===== src/rtl/stage_skid_buf.sv =====
// -----------------------------------------------------------------------------
// stage_skid_buf
//
// Two-entry elastic buffer between two pipeline stages. A main register holds
// the oldest entry and is always what the downstream stage sees. A skid
// register catches one extra entry when the downstream stage stalls. Because of
// the skid register, in_ready depends only on local state, never on out_ready.
// This breaks the ready path between stages.
//
// Parameters
//   PAYLOAD_W   : payload width in bits
//   STALL_W     : width of the pipeline stall vector
//   STALL_IDX   : stall bit that freezes this stage
//   NOP_PAYLOAD : payload shown when nothing is held; also the reset value
//
// Ports
//   clk         : clock, rising edge
//   rst         : synchronous active-high reset; beats flush and stall
//   stall       : pipeline stall vector; stall[STALL_IDX] freezes this stage
//   flush       : discard all held entries at the next edge; beats stall
//   in_valid    : upstream offers in_payload
//   in_ready    : stage can accept an entry this cycle
//   in_payload  : upstream payload, passed through bit-exact
//   out_valid   : out_payload holds a valid entry
//   out_ready   : downstream consumes the entry this cycle
//   out_payload : oldest held entry, or NOP_PAYLOAD when empty
//   occupancy   : number of held entries, 0..2
// -----------------------------------------------------------------------------
module stage_skid_buf #(
  parameter int unsigned          PAYLOAD_W   = 110,
  parameter int unsigned          STALL_W     = 6,
  parameter int unsigned          STALL_IDX   = 3,
  parameter logic [PAYLOAD_W-1:0] NOP_PAYLOAD = '0
) (
  input  logic                 clk,
  input  logic                 rst,
  input  logic [STALL_W-1:0]   stall,
  input  logic                 flush,
  input  logic                 in_valid,
  output logic                 in_ready,
  input  logic [PAYLOAD_W-1:0] in_payload,
  output logic                 out_valid,
  input  logic                 out_ready,
  output logic [PAYLOAD_W-1:0] out_payload,
  output logic [1:0]           occupancy
);

  // The state encoding is the entry count, so occupancy is the state itself.
  localparam logic [1:0] ST_EMPTY = 2'd0;
  localparam logic [1:0] ST_ONE   = 2'd1;
  localparam logic [1:0] ST_FULL  = 2'd2;

  logic [1:0]           state_q, state_d;
  logic [PAYLOAD_W-1:0] main_q,  main_d;
  logic [PAYLOAD_W-1:0] skid_q,  skid_d;

  logic frz;
  logic push;
  logic pop;

  // Only one stall bit matters here. The whole vector is reduced into a sink
  // so the other bits are visibly consumed.
  logic unused_stall;
  assign unused_stall = ^stall;

  assign frz = stall[STALL_IDX];

  // Handshake qualifiers. Freeze and flush both remove the handshake. Because
  // of this, push and pop cannot fire while the stage is frozen or flushing.
  assign in_ready  = (state_q != ST_FULL)  & ~frz & ~flush;
  assign out_valid = (state_q != ST_EMPTY) & ~frz & ~flush;

  assign push = in_valid  & in_ready;
  assign pop  = out_valid & out_ready;

  // Downstream always reads the main register. The skid register is never
  // exposed directly.
  assign out_payload = (state_q != ST_EMPTY) ? main_q : NOP_PAYLOAD;
  assign occupancy   = state_q;

  // ---------------------------------------------------------------------------
  // Next-state and datapath
  // ---------------------------------------------------------------------------
  always_comb begin
    // NOTE: every output of this block gets a hold value first. A path that
    // leaves one unassigned would otherwise infer a latch.
    state_d = state_q;
    main_d  = main_q;
    skid_d  = skid_q;

    if (flush) begin
      // Contents are left as they are. They cannot be seen once the state is
      // EMPTY, and they are overwritten by the next push.
      state_d = ST_EMPTY;
    end else begin
      unique case (state_q)
        ST_EMPTY: begin
          if (push) begin
            main_d  = in_payload;
            state_d = ST_ONE;
          end
        end

        ST_ONE: begin
          if (push && pop) begin
            // Streaming case: the new entry replaces the one leaving.
            main_d = in_payload;
          end else if (push) begin
            // Downstream did not take main, so the new entry parks in skid.
            skid_d  = in_payload;
            state_d = ST_FULL;
          end else if (pop) begin
            state_d = ST_EMPTY;
          end
        end

        ST_FULL: begin
          // in_ready is low in FULL, so only a pop can happen here. The skid
          // entry is younger and moves up to main to keep arrival order.
          if (pop) begin
            main_d  = skid_q;
            state_d = ST_ONE;
          end
        end

        default: begin
          // The unused encoding recovers to a safe, empty state.
          state_d = ST_EMPTY;
        end
      endcase
    end
  end

  // ---------------------------------------------------------------------------
  // State registers
  // ---------------------------------------------------------------------------
  always_ff @(posedge clk) begin
    // NOTE: sequential state is written only with non-blocking assignments.
    // Every register then samples its pre-edge value, whatever order the
    // statements run in.
    if (rst) begin
      // NOTE: the payload registers are reset as well, not only the state.
      // This gives a known NOP value after reset, which matters for
      // equivalence and debug. Their width is small enough that this costs
      // little.
      state_q <= ST_EMPTY;
      main_q  <= NOP_PAYLOAD;
      skid_q  <= NOP_PAYLOAD;
    end else begin
      state_q <= state_d;
      main_q  <= main_d;
      skid_q  <= skid_d;
    end
  end

endmodule


===== config.mk =====
export PLATFORM = sky130hd
export DESIGN_NAME = stage_skid_buf
export DESIGN_NICKNAME = d
export VERILOG_FILES = /design/src/rtl/stage_skid_buf.sv
export SDC_FILE = /design/constraint.sdc
export NUM_CORES = 1
export LEC_CHECK = 0
export ABC_AREA = 0
export CORE_MARGIN = 8
export CORE_UTILIZATION = 32
export CTS_BUF_LIST = sky130_fd_sc_hd__clkbuf_8 sky130_fd_sc_hd__clkbuf_16
export DETAILED_ROUTE_END_ITERATION = 7
export PLACE_DENSITY = 0.55
export SLEW_MARGIN = 20
export SYNTH_ARGS = -nofsm -noshare
export SYNTH_HDL_FRONTEND = slang
export SYNTH_SLANG_ARGS = --single-unit

===== constraint.sdc =====
create_clock -name clk -period 1.7 [get_ports clk]
set_input_delay 0.34 -clock clk [delete_from_list [all_inputs] [get_ports clk]]
set_output_delay 0.34 -clock clk [all_outputs]
set_load 0.01 [all_outputs]

==> results.md <==
* CORE AREA at 33300 um^2
* Worst-case clock skew at 0.00940 ns
* Total iterations of the first detailed-routing run at 5
* Clock Latency Late Sink at 0.53 ns
* RR Startpoint: occupancy[0]$_SDFFE_PP0P_
* Maximum clock rate at 0.491 GHz
* Post-route clock period utilization at 120%
* Hold path cells at 2
* Post-synthesis xor/xnor area fraction at 0.0818%
* Final routed DRC violation total at 0
* Starting Density at 32.2%
* Final hold violations at 0
* H-tree depth at 1
* WP data arrival at 1.70 ns
* RSZ-0062 raised after global routing: true
* Pleak at 0.00613 uW
* Most common cell after layout, fill and taps aside: dfxtp_1
* Routed vias/inst at 4.86
* Startpoint Class: register
* Seq/Total Area, Yosys at 41.5%
* Worst min-delay path class: in -> reg
* Mapped Cells at 1126
* # rows at 67
* Syn Nets at 1247
* Pin count of the biggest net entering global routing at 52
* CTS Buf Count at 26
* Post-synth cell types at 29
* R2R cell count at 7
* Gr usage total at 16.5%
* Fin util at 46.2%
* Clock sinks at 222
* Cell taking the most area after synthesis: dfxtp_1
* Gpl congestion at 0.759
* Final wirelength at 36700 um
* Root Buffer: clkbuf_16
* Boundary pin count at 235
* Worst VDD drop at 711 uV
* DRT antenna net count at 0
* Worst-path fanout max at 7
* Initial antenna violation count at 1
* Reg2reg setup slack at -0.01 ns
* Die footprint at 39600 um^2
* Grt total ovfl at 0
* Setup crit start: occupancy[0]$_SDFFE_PP0P_
* Final worst slack at -0.335 ns
* Post-Syn Area at 10700 um^2
* Nets at 1519
* Post-synth EDFFs at 0
* Initial DRC Count at 415
* Largest family of logic cells by synthesized area: compound AO/OA/AOI/OAI gates
* Post-synthesis compound-gate area fraction at 26.1%
* Synthesized area per cell at 9.51 um^2
* Final TNS setup at -22.65 ns
* Post-synth top flop: dfxtp_1
* WL/cell at 19.6 um
* Final Critical Period at 2.04 ns
* Failing checks: negative setup slack
* Max Slew Vio Count at 0
* Area Growth Syn to Fin at 43.7%
* Finish-stage setup viols at 129
* CP endpoint kind: output port
* Synth warnings at 0
* IO buf count at 229
* Status: finished with violations
* Synth top area cells: dfxtp_1, a211oi_2, mux2i_1, nand2_1, a21oi_2
* CTS tree: done
* Hold Startpoint: rst
* Power Dens Cells at 823 nW/um^2
* Post-synthesis simple-gate area fraction at 15.4%
* Mux cell area share after synthesis at 10.3%
* Adder-cell share of the synthesized area at 0%
* Share of layout cells above drive strength 1 at 36.2%
* Hold Path Sink: skid_q[63]$_SDFFE_PP0P_
* Die Wd at 199 um
* First-pass GRT wire length at 52700 um
* Top cell type's share of synthesized area at 41.5%
* Vias in the first global route at 9094
* Max Cap Viol at 0
* DP Wirelength at 22600 um
* Reg2reg end: main_q[79]$_SDFFE_PP0P_
* Max Buffers Root-to-Sink at 3
* Worst Path Class, Setup: reg -> out
* CP required at 1.36 ns
* Clock transition at the registers of the reported paths at 0.06 ns
* Total number of vias at 9069
* Die Y at 199 um
* Most frequent cells in the layout: dfxtp_1, nand2_1, a21oi_1
* Slew Limit Headroom at 62.3%
* #FFs+latches synth at 222
* Async S/R FF share, synth at 0%
* Worst-margin pin slew at 0.566 ns
==> routing by layer <==
layer,track usage (%),vias to the layer above,wire length [um]
li1,-,4440,-
met1,21.9,4363,16500
met2,27.3,221,17600
met3,3.06,45,1850
met4,3.90,0,736
met5,0,-,0
==> synthesized netlist by cell type (2+ instances only) <==
library cell    n
dfxtp_1       222
nand2_1       212
a21oi_1       132
nor2b_1       111
mux2i_1       110
a211oi_2      100
a21oi_2        90
clkbuf_1       48
buf_2          28
buf_6          26
a211oi_1       11
nand2_2        10
buf_12          3
nor2_1          3
and2_1          2
buf_1           2
buf_4           2
nand2b_1        2
nor3_1          2
==> power breakdown <==
group          internal (uW)  total, uW  switching [uW]
Combinational            782       1500             722
Clock                   3480       5750            2270
Sequential              5340       5410            70.1
Total                   9600      12700            3060
==> critical path: stages (launching register included) <==
cell	delay, ns
dfxtp_2	0.33
nor2_4	0.18
buf_4	0.17
buf_16	0.14
nor2b_1	0.05
dlygate4sd2_1	0.31
==> kinds of logic after synthesis <==
| kind of cell | after synthesis |
|---|---|
| flops | 222 |
| xor+xnor | 1 |
| buf+inv | 111 |
| simple gates | 348 |
| mux | 110 |
| compound gates | 334 |
==> worst max path at each step <==
| stage | endpoint | slack (ns) | depth (start not counted) |
|---|---|---|---|
| finish | out_payload[99] | -0.34 | 5 |
| global route | out_payload[99] | -0.40 | 5 |
| CTS | out_payload[93] | -0.38 | 5 |
| detailed placement | in_ready | -0.43 | 4 |
| global placement | in_ready | -0.45 | 4 |
| floorplan | out_payload[10] | 0.15 | 4 |
==> sequential cells by signal, summed over array words and instances, names as in the netlist <==
register,flops
skid_q,110
occupancy,2
main_q,110
==> metrics by stage <==
step                total power (uW)  hold slack (ns)  area [um^2]  worst slack [ns]  std cells
floorplan                       6170            0.419        10700             0.150       1126
global placement                6800            0.441        13800            -0.446       1772
detailed placement              6810            0.446        13800            -0.433       1772
CTS                            12700            0.162        14800            -0.382       1831
global route                   13200            0.172        15400            -0.399       1867
finish                         12700            0.192        15400            -0.335       1867
==> what timing repair did <==
item / 4_1_cts / 5_1_grt
cloned: 3 / 25
setup endpoints to repair: 223 / 222
gates resized for setup: 301 / 160
pin swaps: 2 / 53
setup buffers: 8 / 14
hold buffers: 0 / 0
==> area by class of cell <==
class | instances | area, um^2
repair buffers | 354 | 3770
inverters | 1 | 3.75
clock buffers | 34 | 772
fillers | 3228 | 17900
flip-flops and latches | 222 | 4450
multi-input cells | 793 | 5710
clock inverters | 14 | 119
well taps | 448 | 561
diodes | 1 | 2.50
No activity file was read; power rests on OpenSTA's default activity.
